**config.mk**
```make
export PLATFORM = sky130hd
export DESIGN_NAME = sram_sp_clr
export DESIGN_NICKNAME = d
export VERILOG_FILES = /design/src/rtl/sram_sp_clr.sv
export SDC_FILE = /design/constraint.sdc
export NUM_CORES = 1
export LEC_CHECK = 0
export ABC_AREA = 1
export ABC_CLOCK_PERIOD_IN_PS = 2400
export CAP_MARGIN = 20
export CORE_MARGIN = 4
export CORE_UTILIZATION = 35
export DETAILED_ROUTE_END_ITERATION = 8
export GPL_TIMING_DRIVEN = 0
export SYNTH_ARGS = -nofsm -noshare
export SYNTH_HDL_FRONTEND = slang
export SYNTH_SLANG_ARGS = --single-unit
```
**constraint.sdc**
```tcl
create_clock -name clk -period 2.4 [get_ports clk]
set_input_delay 0.24 -clock clk [delete_from_list [all_inputs] [get_ports clk]]
set_output_delay 0.24 -clock clk [all_outputs]
set_load 0.1 [all_outputs]
```
**src/rtl/sram_sp_clr.sv**
```systemverilog
// sram_sp_clr: parametrised single-port synchronous SRAM with a hardware
// clear engine.
//
// The storage array has no reset. After reset, or on a clr_req pulse while
// idle, a two-state FSM (SWEEP/IDLE) writes CLR_VAL to every word, one word
// per cycle. The sweep takes exactly DEPTH cycles, and busy is high for that
// whole time. While busy is high, user reads, writes and clr_req are ignored.
//
// Handshake: there is no back-pressure.
//   - An accepted read is rd_en=1 while idle.
//   - Each accepted read produces exactly one rd_valid pulse.
//   - The pulse arrives 1 cycle after the read (OUT_REG=0) or 2 cycles
//     after it (OUT_REG=1).
//   - data_out holds its last value between pulses.
//   - A read of an address >= DEPTH returns zero, with a normal rd_valid.
//   - A write to an address >= DEPTH is dropped.
//
// Optional feature: define SRAM_SP_CLR_BYTE_WR_EN to add a byte_we port.
// A write then updates only the bytes whose byte_we bit is set. DATA_W must
// be a multiple of 8 when the feature is enabled.
module sram_sp_clr #(
  parameter int                 DATA_W   = 8,
  parameter int                 ADDR_W   = 4,
  parameter int                 DEPTH    = 16,
  parameter int                 RDW_MODE = 0,
  parameter int                 OUT_REG  = 0,
  parameter logic [DATA_W-1:0]  CLR_VAL  = '0
) (
  input  logic                clk,
  input  logic                rst_n,
  input  logic                clr_req,
  output logic                busy,
  input  logic                write_en,
  input  logic                rd_en,
  input  logic [ADDR_W-1:0]   addr,
  input  logic [DATA_W-1:0]   data_in,
`ifdef SRAM_SP_CLR_BYTE_WR_EN
  input  logic [DATA_W/8-1:0] byte_we,
`endif
  output logic [DATA_W-1:0]   data_out,
  output logic                rd_valid
);

  // Number of address bits needed to index the physical array.
  localparam int IDX_W = (DEPTH > 1) ? $clog2(DEPTH) : 1;

  // Last address written by the sweep.
  localparam logic [ADDR_W-1:0] LAST_ADDR = ADDR_W'(DEPTH - 1);

  // DEPTH with one extra bit, so that addr can be compared against it
  // without overflow when DEPTH == 2**ADDR_W.
  localparam logic [ADDR_W:0] DEPTH_CMP = (ADDR_W + 1)'(DEPTH);

  // Elaboration-time parameter sanity checks.
  if (DATA_W < 1) begin : g_bad_data_w
    $error("sram_sp_clr: DATA_W must be >= 1");
  end
  if ((DEPTH < 1) || (DEPTH > (1 << ADDR_W))) begin : g_bad_depth
    $error("sram_sp_clr: DEPTH must be in 1..2**ADDR_W");
  end
  if ((RDW_MODE != 0) && (RDW_MODE != 1)) begin : g_bad_rdw
    $error("sram_sp_clr: RDW_MODE must be 0 or 1");
  end
  if ((OUT_REG != 0) && (OUT_REG != 1)) begin : g_bad_out_reg
    $error("sram_sp_clr: OUT_REG must be 0 or 1");
  end

  typedef enum logic {
    SWEEP = 1'b0,
    IDLE  = 1'b1
  } state_t;

  state_t              state_q;
  state_t              state_d;
  logic [ADDR_W-1:0]   cnt_q;
  logic [ADDR_W-1:0]   cnt_d;

  logic [DATA_W-1:0]   mem [DEPTH];

  // Shared write port. The sweep and user writes are multiplexed onto it.
  logic                mem_we;
  logic [IDX_W-1:0]    mem_widx;
  logic [DATA_W-1:0]   mem_wdata;
  logic [DATA_W-1:0]   mem_wmask;

  logic                rd_accept;
  logic                addr_in_range;
  logic [IDX_W-1:0]    addr_idx;
  logic [DATA_W-1:0]   user_mask;
  logic [DATA_W-1:0]   rd_word;
  logic [DATA_W-1:0]   cur_word;

  logic                s1_valid_q;
  logic [DATA_W-1:0]   s1_data_q;

  assign addr_in_range = ({1'b0, addr} < DEPTH_CMP);
  assign addr_idx      = addr[IDX_W-1:0];

`ifdef SRAM_SP_CLR_BYTE_WR_EN
  if ((DATA_W % 8) != 0) begin : g_bad_byte_w
    $error("sram_sp_clr: DATA_W must be a multiple of 8 with byte enables");
  end
  // Expand each byte enable to a full 8-bit lane of the write mask.
  for (genvar g = 0; g < DATA_W / 8; g++) begin : g_byte_mask
    assign user_mask[g*8 +: 8] = {8{byte_we[g]}};
  end
`else
  assign user_mask = '1;
`endif

  // State and sweep counter; reset starts a sweep from address 0.
  always_ff @(posedge clk or negedge rst_n) begin
    if (!rst_n) begin
      state_q <= SWEEP;
      cnt_q   <= '0;
    end else begin
      state_q <= state_d;
      cnt_q   <= cnt_d;
    end
  end

  // Next-state logic, and the write-port and read-accept steering.
  always_comb begin
    state_d   = state_q;
    cnt_d     = cnt_q;
    busy      = 1'b0;
    mem_we    = 1'b0;
    mem_widx  = addr_idx;
    mem_wdata = data_in;
    mem_wmask = user_mask;
    rd_accept = 1'b0;
    case (state_q)
      SWEEP: begin
        busy      = 1'b1;
        mem_we    = 1'b1;
        mem_widx  = cnt_q[IDX_W-1:0];
        mem_wdata = CLR_VAL;
        mem_wmask = '1;
        if (cnt_q == LAST_ADDR) begin
          state_d = IDLE;
          cnt_d   = '0;
        end else begin
          cnt_d = cnt_q + 1'b1;
        end
      end
      IDLE: begin
        // A write in the same cycle as clr_req still lands. The sweep
        // then overwrites it.
        mem_we    = write_en && addr_in_range;
        rd_accept = rd_en;
        if (clr_req) begin
          state_d = SWEEP;
          cnt_d   = '0;
        end
      end
      default: begin
        state_d = SWEEP;
        cnt_d   = '0;
      end
    endcase
  end

  // Storage array: a masked write. No reset, because the sweep clears it.
  always_ff @(posedge clk) begin
    if (mem_we) begin
      mem[mem_widx] <= (mem[mem_widx] & ~mem_wmask) | (mem_wdata & mem_wmask);
    end
  end

  // Read-data selection: out-of-range reads give zero, and write-first
  // mode forwards the merged write word.
  always_comb begin
    cur_word = mem[addr_idx];
    rd_word  = '0;
    if (addr_in_range) begin
      rd_word = cur_word;
      if ((RDW_MODE == 1) && mem_we) begin
        rd_word = (cur_word & ~mem_wmask) | (mem_wdata & mem_wmask);
      end
    end
  end

  // First read stage: capture the word on an accepted read, otherwise hold.
  always_ff @(posedge clk or negedge rst_n) begin
    if (!rst_n) begin
      s1_valid_q <= 1'b0;
      s1_data_q  <= '0;
    end else begin
      s1_valid_q <= rd_accept;
      if (rd_accept) begin
        s1_data_q <= rd_word;
      end
    end
  end

  if (OUT_REG != 0) begin : g_out_reg
    logic                s2_valid_q;
    logic [DATA_W-1:0]   s2_data_q;

    // Optional output stage. It keeps running during a sweep, so an
    // in-flight read still completes.
    always_ff @(posedge clk or negedge rst_n) begin
      if (!rst_n) begin
        s2_valid_q <= 1'b0;
        s2_data_q  <= '0;
      end else begin
        s2_valid_q <= s1_valid_q;
        if (s1_valid_q) begin
          s2_data_q <= s1_data_q;
        end
      end
    end

    assign data_out = s2_data_q;
    assign rd_valid = s2_valid_q;
  end else begin : g_no_out_reg
    assign data_out = s1_data_q;
    assign rd_valid = s1_valid_q;
  end

endmodule

```
Yosys cells after proc, flatten, opt, wreduce, memory -nomap -nowiden:

Memory sizes are Yosys's and may differ from the RTL's. A register that Yosys moved wholly into a read port is not among the register bits.
Cells that the tools add are included.

* register bits: 6
* RAM bits: 128
* bits of input ports: 17
* memories: 1

Memories
* mem: depth 16, bits a word 8, read ports 1, clocked after Yosys merged registers in 1, wr ports 1, RTL line 78 `logic [DATA_W-1:0] mem [DEPTH];`

* add/subtract/negate cells: 1
* equal/unequal tests: 2
* multiplexer cells: 13
* bitwise logic cells: 1
* reduce and logical (&&, ||, !) cells: 1

Operators by type and width (count)
* $mux W4: 3
* $mux W8: 1
* $pmux W4 S2: 1
* $mux W1: 6
* $add A4 B1 Y4 const B: 1
* $eq A4 B4 Y1 const B: 1
* $pmux W1 S2: 2
* $ne A2 B2 Y1 const B: 1
* $logic_not A1 Y1: 1
* $not A1 Y1: 1

Depth between registers and ports, before layout:

Gate-level depths: netlist (run 1).

* word-level depth: 4
* gate-level depth with buffers: 11

Worst setup path after synthesis (run 1):

Ideal clock, no wire load.

* path type: register to register
* start point: reg state_q
* end point: mem mem[0][0] (enable)
* setup time: 0.383 ns
* arrival: 1.982 ns
* path slack: 0.035 ns
* stages on the path, launching flop included: 5
* path through: dfrtp_1 -> buf_4 -> inv_1 -> nor2_2 -> nor3_1

* word-level cells in the longest chain between the ends: 4
* elaborated cells between the ends (all ways): 5

Ends and longest elaborated chain
* start: declaration: RTL line 73 `state_t state_q;`
* start signal: assignment: RTL line 117 `state_q <= state_d;`
* $not A1 Y1
* $pmux W1 S2: RTL line 132 `case (state_q)`
* $mux W1: RTL line 165 `if (mem_we) begin`
* $mux W1 (implied by the code): RTL line 166 `mem[mem_widx] <= (mem[mem_widx] & ~mem_wmask) | (mem_wdata & mem_wmask);`
* end: declaration: RTL line 78

Several ways; a longest one is shown, not always the timed one.

Worst setup path in the final report (run 1):

* start point: reg state_q
* end point: out busy

* word-level cells in the longest chain between the ends: 1

Ends and longest elaborated chain
* $mux W1: RTL line 132
* end: declaration: RTL line 32 `output logic busy,`

No other way between the ends.

==> results of run 1 <==
[cells in the final DEF (no fill, tap or decap), drive strengths merged, types with 2 or more instances in the layout]
cell / Yosys / layout
or2: 2 / 2
o21ai: 6 / 6
nor2: 18 / 18
nand2: 213 / 213
a21oi: 2 / 2
clkinvlp: 0 / 6
clkinv: 1 / 6
edfxtp: 128 / 128
nor3: 4 / 4
clkdlybuf4s50: 0 / 22
dfrtp: 14 / 14
buf: 27 / 28
clkbuf: 0 / 17
inv: 23 / 25
nand3: 99 / 99
[metrics by stage]
step | instance area (sq um) | total power [W] | std cells
5_1_grt | 7090 | 0.00887 | 816
3_5_place_dp | 6540 | 0.00612 | 785
3_3_place_gp | 6530 | 0.00604 | 784
2_1_floorplan | 6020 | 0.00539 | 541
4_1_cts | 7080 | 0.00852 | 816
6_report | 7090 | 0.00848 | 816
[path summary, 6_finish.rpt]
check | to | cells after the start | from
max | busy | 3 | state_q
max reg2reg | mem[6][1] | 6 | state_q
min in group clk | data_out[1] | 5 | addr[3]
min | data_out[1] | 1 | rst_n
max in group asynchronous | data_out[3] | 1 | rst_n
min reg2reg | data_out[5] | 2 | data_out[5]
[flip-flops by register name (all words and copies together), names as in the netlist]
register / flops
cnt_q: 4
data_out: 8
mem: 128
rd_valid: 1
state_q: 1
[logic make-up (layout without fill, tap and decap cells)]
family	Yosys count	in the layout	share of synthesized area
and+or+nand+nor	337	337	0.237
DFF	142	142	0.696
buffers and inverters	51	106	0.0532
AOI/OAI and AO/OA	9	9	0.0102
adders and majority gates	1	1	0.00208
xor gates and xnor gates	1	1	0.00145
[report_power, final]
group	switching [W]	internal (W)	total, W
Sequential	0.000187	0.00354	0.00373
Combinational	0.00180	0.000532	0.00234
Clock	0.000999	0.00141	0.00241
[cell type report]
class                   count  area (sq um)
plain buffers              27           230
clock buffers              17           425
clock inverters            14           120
fillers                  1597          9610
inverters                  24          90.1
multi-input cells         348          1520
flip-flops and latches    142          4190
well taps                 220           275
repair buffers             24           234
[repair_timing]
item | 4_1_cts | 5_1_grt
resized for setup | 2 | 2
hold endpoints to repair | 0 | 0
endpoints found under the setup margin | 9 | 6
setup buffers | 0 | 0
cloned | 0 | 0
pin swaps | 0 | 0
[per-layer routing]
layer	global-route usage	wire length (um)	up-vias
li1	-	-	1925
met1	0.208	6310	1880
met2	0.248	7000	127
met3	0.0362	1020	23
met4	0.0639	334	0
met5	0	0	-
[critical path, delay by kind of cell, from the launching register on]
family / cells / cell delay, ps
DFF: 1 / 360
buffers and inverters: 3 / 1240
==> results.json, run 1 <==
{
  "status": "completed",
  "slew_headroom": 0.344,
  "grt_pass1_wl_um": 22400,
  "cts_tree": "yes",
  "wire_per_inst_um": 18.0,
  "drive_above_1_share": 0.126,
  "route.detailed.drc": 0,
  "area_delta_synth_final_pct": 17.7,
  "yosys.area.top_type_share": 0.638,
  "syn_nets": 559,
  "fmax_mhz": 442,
  "final_util": 0.425,
  "cts_buffers": 17,
  "drt_iter0_drc": 312,
  "r2r_setup_slack_ps": 170,
  "cpPeakStageDelay_ps": 890,
  "synth-edff-count": 128,
  "antenna-diode-count": 0,
  "async_reset_ff_frac": 0.0986,
  "fp.coreArea_sq_um": 16700,
  "ys_top_cells_by_count": "nand2_1, edfxtp_1, nand3_1, inv_1, nor2_1",
  "synth-seq-cells": 142,
  "die_y_um": 139,
  "crit_type": "flip-flop to primary output",
  "grt_pass1_vias": 3836,
  "clock-root-buffer": "clkbuf_16",
  "antenna_left": 0,
  "clkLatencyLatePin_ps": 420,
  "end_kind": "primary output",
  "worstPathArrival_ps": 2020,
  "period_share": 0.942,
  "yosys.cell_types.count": 24,
  "worst-path-max-fanout": 10,
  "cts_sinks": 142,
  "maxCapViolCount": 0,
  "hp-class": "primary input to async pin",
  "holdWs_ps": 212,
  "via_count": 3955,
  "synth_seq_area_share": 0.696,
  "io_pins": 27,
  "hold_violations": 0,
  "wl_um": 14700,
  "final.setup.worst_slack_ps": 139,
  "antenna_found_initial": 0,
  "grt_remaining_overflow": 0,
  "finalSetupViolations": 0,
  "cts_hold_buf": 0,
  "htreeDepth": 4,
  "drv_slew": 0,
  "yosysMostFrequentCell": "nand2_1",
  "grt_max_degree": 17,
  "final_nets": 602,
  "cpMaxStageDelayCell": "dlygate4sd2_1",
  "dr.pass1.iters": 5,
  "vdd_drop_max_mv": 0.665,
  "grt_util_all_layers": 0.156,
  "hpwl_um": 10000,
  "powerDensity_nw_per_um2": 1200,
  "clk_pin_slew_ps": 60,
  "ys_warn_count": 0,
  "tns_ps": 0,
  "fin_crit_ps": 2260,
  "cts_max_path_buffers": 2,
  "initial_utilization": 0.361,
  "yosys.area.top_type": "edfxtp_1",
  "io_buffers": 23,
  "ys.flop_type": "edfxtp_1",
  "syn_area_per_cell_sq_um": 11.1,
  "die_x_um": 139,
  "dieArea_sq_um": 19400,
  "dp_slack_ps": -334,
  "netlist_instances": 541,
  "place_congestion": 0.911,
  "worst_slew_pin_slew_ps": 981,
  "viasPerCell": 4.85,
  "skew_ps": 6.79,
  "crit_path_start_kind": "flip-flop",
  "synthTopCellsByArea": "edfxtp_1, nand2_1, nand3_1, dfrtp_1, buf_6",
  "crit_chain": "buf_4 > inv_1 > dlygate4sd2_1",
  "rows": 47,
  "syn_area_sq_um": 6020,
  "rsz0062_at_grt": "false",
  "required_ps": 2160,
  "p_leak_nw": 2.79
}
Power figures use the tool's default switching activity.
==> run 2: changes to the inputs <==
CTS_BUF_LIST = sky130_fd_sc_hd__clkbuf_16   (was unset)
MAX_ROUTING_LAYER = met4   (was unset)
==> run 2 against run 1 <==
Net effect:
- critical endpoint unchanged
- largest power group unchanged
- clock skew barely moved
- clock power rose by 5%
- global-route usage rose by 0.33 points
- sequential share of layout area fell by 0.18 points
- fmax fell by 0.57%
- count of clock-buffer cells in the layout did not move
- flip-flop and latch count did not move
- non-clock buffer count did not move
==> results.json, run 2 (synthesis results as in run 1) <==
{
  "status": "completed",
  "final_nets": 602,
  "crit_path_start_kind": "flip-flop",
  "via_count": 3965,
  "holdWs_ps": 207,
  "power.switching_w": 0.00299,
  "worst-r2r-cell-count": 6,
  "post_cts_buffers": 0,
  "area_delta_synth_final_pct": 18.1,
  "p_leak_nw": 2.81,
  "endpoint": "busy",
  "end_kind": "primary output",
  "final_cells": 817,
  "antenna_left": 0,
  "reg2reg_to": "mem[14][6]",
  "r2r_setup_slack_ps": 150,
  "cts_tree": "yes",
  "hold_violations": 0,
  "cts_max_path_buffers": 2,
  "fin_crit_ps": 2270,
  "rsz0062_at_grt": "false",
  "clock-root-buffer": "clkbuf_16",
  "intPower_w": 0.00559,
  "io_pins": 27,
  "hpwl_um": 10100,
  "fp.coreArea_sq_um": 16700,
  "multi_input_area_sq_um": 1520,
  "worst_slew_pin_slew_ps": 990,
  "clk_pin_slew_ps": 60,
  "die_x_um": 139,
  "total_power_w": 0.00858,
  "hp-class": "primary input to async pin",
  "viasPerCell": 4.85,
  "wl_um": 14700,
  "cts_hold_buf": 0,
  "drv_slew": 0,
  "drt_iter0_drc": 321,
  "grt_pass1_vias": 3780,
  "die_y_um": 139,
  "drive_above_1_share": 0.124,
  "crit_type": "flip-flop to primary output",
  "regMostFlops": "mem",
  "grt_max_degree": 17,
  "layout_commonest_cell": "nand2_1",
  "antenna-diode-count": 0,
  "worst-path-max-fanout": 10,
  "clock_power_share": 0.294,
  "clkLatencyLatePin_ps": 420,
  "place_congestion": 0.916,
  "dieArea_sq_um": 19400,
  "slew_headroom": 0.338,
  "final.setup.worst_slack_ps": 126,
  "placed_cells": 785,
  "grt_util_all_layers": 0.160,
  "fill_cells": 1580,
  "seqPwrFrac": 0.434,
  "dp_slack_ps": -361,
  "powerDensity_nw_per_um2": 1210,
  "period_share": 0.947,
  "finalSetupViolations": 0,
  "rows": 47,
  "final_util": 0.426,
  "grt_remaining_overflow": 0,
  "maxCapViolCount": 0,
  "wire_per_inst_um": 18.0,
  "htreeDepth": 4,
  "switching_share": 0.348,
  "fmax_mhz": 440,
  "skew_ps": 6.47,
  "power_frac_comb": 0.272,
  "r2r_start": "state_q",
  "largest_reg_flops": 128,
  "grt_pass1_wl_um": 22200,
  "cts_buffers": 17,
  "crit_path_start": "state_q",
  "route.detailed.drc": 0,
  "ctsResizeCount": 2,
  "register_area_sq_um": 4190,
  "dr.pass1.iters": 7,
  "cts_sinks": 142,
  "initial_utilization": 0.361,
  "io_buffers": 23,
  "antenna_found_initial": 0,
  "vdd_drop_max_mv": 0.628,
  "final_cell_mix": "nand2_1, edfxtp_1, nand3_1, clkdlybuf4s50_1, inv_1",
  "worstPathArrival_ps": 2030,
  "required_ps": 2160
}
run 2: worst min-delay path by stage:
stage	from	end
6_report	rst_n	data_out[5]
5_1_grt	addr[3]	data_out[4]
4_1_cts	rst_n	data_out[0]
3_5_place_dp	data_out[5]	data_out[5]
3_3_place_gp	data_out[6]	data_out[6]
2_1_floorplan	rst_n	cnt_q[0]
run 2: power groups by stage:
stage / registers (W) / clock network (W) / logic, W
finish: 0.00372 / 0.00252 / 0.00234
global placement: 0.00376 / 0 / 0.00228
floorplan: 0.00425 / 0 / 0.00114
detailed placement: 0.00378 / 0 / 0.00234
CTS: 0.00373 / 0.00255 / 0.00235
global route: 0.00378 / 0.00268 / 0.00251
run 2: metrics by stage:
| step | area (sq um) | setup TNS, ps |
|---|---|---|
| floorplan | 6020 | 0 |
| global placement | 6530 | -10390 |
| detailed placement | 6540 | -11070 |
| CTS | 7110 | 0 |
| global route | 7110 | 0 |
| finish | 7110 | 0 |
run 2: final cells by class:
class / instances / area share
Sequential cell: 142 / 0.590
Timing Repair Buffer: 24 / 0.0329
Multi-Input combinational cell: 348 / 0.213
Buffer: 27 / 0.0324
Clock buffer: 17 / 0.0598
Clock inverter: 15 / 0.0209
Tap cell: 220 / 0.0387
Inverter: 24 / 0.0127
run 2: critical path: stages (launching register included):
cell	delay, ps
dfrtp_1	360
buf_4	170
inv_1	180
dlygate4sd2_1	890
run 2: per-layer routing:
layer  vias up  part of all wire  global-route usage
li1       1926                 -                   -
met1      1897              0.45               0.209
met2       123              0.48               0.245
met3        19             0.053              0.0397
met4         0             0.019              0.0530
met5         -                 0                   -
